<file path="src/rtl/cpu_io_wb_master.sv">
`default_nettype none
// ============================================================================
//  Module   : cpu_io_wb_master
//  Purpose  : Turns Z80-style I/O strobes into single classic Wishbone
//             cycles, stalling the CPU with WAIT and aborting on timeout.
//  Revision : 1.0  initial release
// ============================================================================
module cpu_io_wb_master #(
    parameter logic [15:0] TIMEOUT = 16'd255,
    parameter int          ADDR_W  = 3
) (
    input  logic              wb_clk_i,
    input  logic              wb_rst_i,

    input  logic              cpu_iorq_n,
    input  logic              cpu_rd_n,
    input  logic              cpu_wr_n,
    input  logic              cpu_sel,
    input  logic [ADDR_W-1:0] cpu_addr,
    input  logic [7:0]        cpu_din,
    output logic [7:0]        cpu_dout,
    output logic              cpu_wait_n,

    output logic              wb_cyc_o,
    output logic              wb_stb_o,
    output logic              wb_we_o,
    output logic [ADDR_W-1:0] wb_adr_o,
    output logic [7:0]        wb_dat_o,
    input  logic [7:0]        wb_dat_i,
    input  logic              wb_ack_i,

    output logic              timeout_o,
    output logic              busy_o
);

    localparam logic [1:0] S_IDLE = 2'd0;
    localparam logic [1:0] S_REQ  = 2'd1;
    localparam logic [1:0] S_HOLD = 2'd2;

    localparam logic [15:0] c_last_cnt = TIMEOUT - 16'd1;

    logic [1:0]        r_state;
    logic [15:0]       r_cnt;
    logic              r_cyc;
    logic              r_we;
    logic [ADDR_W-1:0] r_adr;
    logic [7:0]        r_dat_o;
    logic [7:0]        r_dout;
    logic              r_timeout;

    logic w_req;
    logic w_expire;

    // Both strobes low together is treated as a bus glitch, not a request.
    assign w_req    = cpu_sel & ~cpu_iorq_n & (cpu_rd_n ^ cpu_wr_n);
    assign w_expire = (r_cnt == c_last_cnt);

    always_ff @(posedge wb_clk_i or posedge wb_rst_i) begin
        if (wb_rst_i) begin
            // Start in HOLD so a strobe active across reset is never issued.
            r_state   <= S_HOLD;
            r_cnt     <= 16'd0;
            r_cyc     <= 1'b0;
            r_we      <= 1'b0;
            r_adr     <= '0;
            r_dat_o   <= 8'h00;
            r_dout    <= 8'hFF;
            r_timeout <= 1'b0;
        end else begin
            r_timeout <= 1'b0;
            case (r_state)
                S_IDLE: begin
                    if (w_req) begin
                        r_adr <= cpu_addr;
                        r_we  <= ~cpu_wr_n;
                        if (!cpu_wr_n) begin
                            r_dat_o <= cpu_din;
                        end
                        r_cyc   <= 1'b1;
                        r_cnt   <= 16'd0;
                        r_state <= S_REQ;
                    end
                end
                S_REQ: begin
                    if (wb_ack_i) begin
                        r_cyc <= 1'b0;
                        if (!r_we) begin
                            r_dout <= wb_dat_i;
                        end
                        r_state <= S_HOLD;
                    end else begin
                        r_cnt <= r_cnt + 16'd1;
                        if (w_expire) begin
                            r_cyc     <= 1'b0;
                            r_timeout <= 1'b1;
                            if (!r_we) begin
                                r_dout <= 8'hFF;
                            end
                            r_state <= S_HOLD;
                        end
                    end
                end
                S_HOLD: begin
                    if (!w_req) begin
                        r_state <= S_IDLE;
                    end
                end
                default: begin
                    r_cyc   <= 1'b0;
                    r_state <= S_HOLD;
                end
            endcase
        end
    end

    assign cpu_wait_n = ~(((r_state == S_IDLE) & w_req) | (r_state == S_REQ));
    assign busy_o     = (r_state == S_REQ);

    assign wb_cyc_o  = r_cyc;
    assign wb_stb_o  = r_cyc;
    assign wb_we_o   = r_we;
    assign wb_adr_o  = r_adr;
    assign wb_dat_o  = r_dat_o;
    assign cpu_dout  = r_dout;
    assign timeout_o = r_timeout;

endmodule
`default_nettype wire

</file>
<file path="config.mk">
export PLATFORM = sky130hd
export DESIGN_NAME = cpu_io_wb_master
export DESIGN_NICKNAME = d
export VERILOG_FILES = /design/src/rtl/cpu_io_wb_master.sv
export SDC_FILE = /design/constraint.sdc
export NUM_CORES = 1
export LEC_CHECK = 0
export CORE_MARGIN = 3
export CORE_UTILIZATION = 42
export CTS_CLUSTER_SIZE = 10
export DETAILED_ROUTE_END_ITERATION = 6
export PLACE_DENSITY_LB_ADDON = 0.15
export SETUP_SLACK_MARGIN = 0.5
export SLEW_MARGIN = 20
export SYNTH_ARGS = -nofsm -noshare
export SYNTH_HDL_FRONTEND = slang
export SYNTH_SLANG_ARGS = --single-unit
export TNS_END_PERCENT = 30
</file>
<file path="constraint.sdc">
create_clock -name wb_clk_i -period 2.04 [get_ports wb_clk_i]
set_input_delay 0.51 -clock wb_clk_i [delete_from_list [all_inputs] [get_ports wb_clk_i]]
set_output_delay 0.51 -clock wb_clk_i [all_outputs]
set_load 0.01 [all_outputs]
</file>
==> reports/qor.txt <==
first-pass GRT wire length - 7470 um
power density over the cells - 861 nW/um^2
Synth top area share - 42.8%
worst hold slack - 0.462 ns
post-synthesis mux area share - 5.52%
Area after DPL - 2500 sq um
# port buffers - 50
register bit total from synthesis - 40
crit path cell chain - buf_4 > or3b_4 > or4_4 > or3_4 > a21oi_2
Post-CTS Hold Buffers - 0
initial core utilization - 44.4%
Worst path max stage delay - 0.47 ns
largest area contributor in the netlist - dfrtp_1
clock sinks - 40
final worst-path cycle share - 94.4%
CORE AREA - 4090 sq um
worst clock skew - 0.00474 ns
top cells by count, synth - 31 x dfrtp_1, 21 x nand2_1, 16 x a21oi_1, 16 x nor2_1, 13 x inv_1
Row Count - 23
proportion of layout cells with a drive suffix above 1 - 37.7%
Chip Height - 71.7 um
MaxCap Viol Count - 0
Slew Viols, Final - 0
largest fanout on the critical path - 6
CTS root buf - clkbuf_8
kind of cell adding the most delay to the critical path - simple AND/OR/NAND/NOR gates
initial drt markers - 105
maximum vdd drop - 0.510 mV
setup_tns - 0 ns
Unique masters post-synth - 38
gr ovfl total - 0
drt drc - 0
ANT cells - 0
largest family of logic cells by synthesized area - simple AND/OR/NAND/NOR gates
drt first pass iters - 4
Setup crit start kind - flop
Tmin final - 1.93 ns
Synth area leaders - dfrtp_1 43%, dfstp_2 13%, mux2_2 5.0%, a21oi_1 4.4%, nand2_1 4.3%
RSZ-0062 raised after global routing - yes
later-pin clock latency in the skew report - 0.30 ns
Cell Area, Synth - 1810 sq um
I/O pin count - 51
critical path type - reg -> reg
post-synthesis xor/xnor area fraction - 3.86%
drt wl/cell - 15.0 um
cell with the largest stage delay on the worst path - or4_4
die area - 5140 sq um
Via density - 5.11
yosys warns - 0
Synth Instances - 180
crit path DAT - 2.15 ns
CP bufs+invs - 1
overall routing resource usage - 19.0%
number of global-route vias before repair - 1599
final-report hold violation count - 0
Async SR Flop Fraction - 100%
post-synthesis sequential area ratio - 55.8%
CTS HTree Levels - 2
total power - 2.49 mW
Mapped Nets - 208
CTS tree - yes
final net count - 295
Chip Width - 71.7 um
Num CTS Buffers - 5
Slew headroom - 71.6%
placer congestion estimate - 0.824
drt total wl - 4770 um
Adder-Cell Fraction of Synth Area - 1.38%
R2R setup slack - 0.11 ns
largest net degree at the start of global routing - 20
post-synthesis simple-gate area fraction - 20.6%
Final Instance Area - 2890 sq um
Worst Path Required - 2.26 ns
CP Capture Type - flop
most common cell in the synthesized netlist - dfrtp_1
Fmax achieved - 0.519 GHz
clk buf depth - 2
worst hold path class - reg -> reg
ANT nets after route - 0
Post-DP HPWL - 3220 um
Slew @ Worst Pin - 0.423 ns
Fillers - 299
Clock transition at path regs - 0.07 ns
Synth Area per Inst - 10.1 sq um
area grow syn2layout - 59.4%
via count - 1625
status - finished, final reports clean
leakage power - 1.32 nW
final setup vio count - 0
Post-synth EDFFs - 0
Synth Area in Compound Gates - 8.49%
initial antenna violation count - 0
ys flop type - dfrtp_1
final cells by class:
type                       count  area (sq um)  area share (%)
clock buffer                   8           100            3.46
timing repair buffer          86           767            26.5
inverter                      13          48.8            1.69
multi-input combinational    121           897            31.0
tap                           50          62.6            2.16
sequential                    40          1010            35.1
final timing paths:
path	start	endpoint	depth (start not counted)
setup / recovery	r_state[1]	r_cnt[11]	5
hold / removal	cpu_dout[7]	cpu_dout[7]	2
setup reg to reg	r_state[1]	r_cnt[11]	5
hold reg to reg	cpu_dout[7]	cpu_dout[7]	2
max in group asynchronous	wb_rst_i	r_cnt[14]	3
min in group asynchronous	wb_rst_i	wb_dat_o[0]	2
kinds of logic (layout without fill, tap and decap cells):
| kind of cell | after synthesis | after routing |
|---|---|---|
| AOI/OAI and AO/OA | 29 | 29 |
| xor gates and xnor gates | 8 | 8 |
| adders and majority gates | 2 | 2 |
| buffers and inverters | 19 | 107 |
| DFF | 40 | 40 |
| muxes | 9 | 9 |
| and+or+nand+nor | 73 | 73 |
metrics by stage:
step / std cells / util [%] / setup WS (ns)
after global routing: 318 / 70.7 / 0.0484
after floorplan: 180 / - / 0.00293
after CTS: 311 / 66.4 / 0.128
after detailed placement: 289 / 61.3 / -0.539
final: 318 / 70.7 / 0.114
after global placement: 289 / 61.3 / -0.485
worst min-delay path, stage by stage, from the launching register on:
cell and delay (ns):
dfstp_2 0.37, inv_1 0.04, a21oi_1 0.05
power by group:
part	total, mW	leakage, nW	internal [mW]	switching [mW]
logic	0.788	0.768	0.444	0.344
registers	1.13	0.499	1.02	0.110
clock network	0.570	0.0515	0.308	0.261
layout by cell type, fill, tap and decap left out, types with 3 or more instances in the layout:
cell type and instances:
clkdlybuf4s50_1 35, dfrtp_1 29, buf_4 26, nand2_1 21, nor2_1 16, inv_1 13
buf_2 11, a21oi_1 9, dfstp_2 9, buf_6 9, mux2_2 8, clkbuf_8 7
a21oi_2 6, o21ai_0 6, nand3_1 5, or4_1 3, nand4_1 3, xor2_1 3
state kept, by name, indices dropped and copies added, names as in the netlist:
| name | count |
|---|---|
| cpu_dout | 8 |
| r_cnt | 16 |
| r_state | 2 |
| timeout_o | 1 |
| wb_adr_o | 3 |
| wb_cyc_o | 1 |
| wb_dat_o | 8 |
| wb_we_o | 1 |
layer usage:
layer	global-route usage, %	routed length (um)
met4	10.4	94
met3	4.07	258
met1	22.7	1940
met5	0	0
met2	31.9	2470
what timing repair did:
action / CTS / global route
pin swaps: 17 / 18
setup buffers: 14 / 7
hold endpoints to repair: 0 / 0
endpoints found under the setup margin: 65 / 52
resized for setup: 65 / 33
No activity file was read; power rests on OpenSTA's default activity.
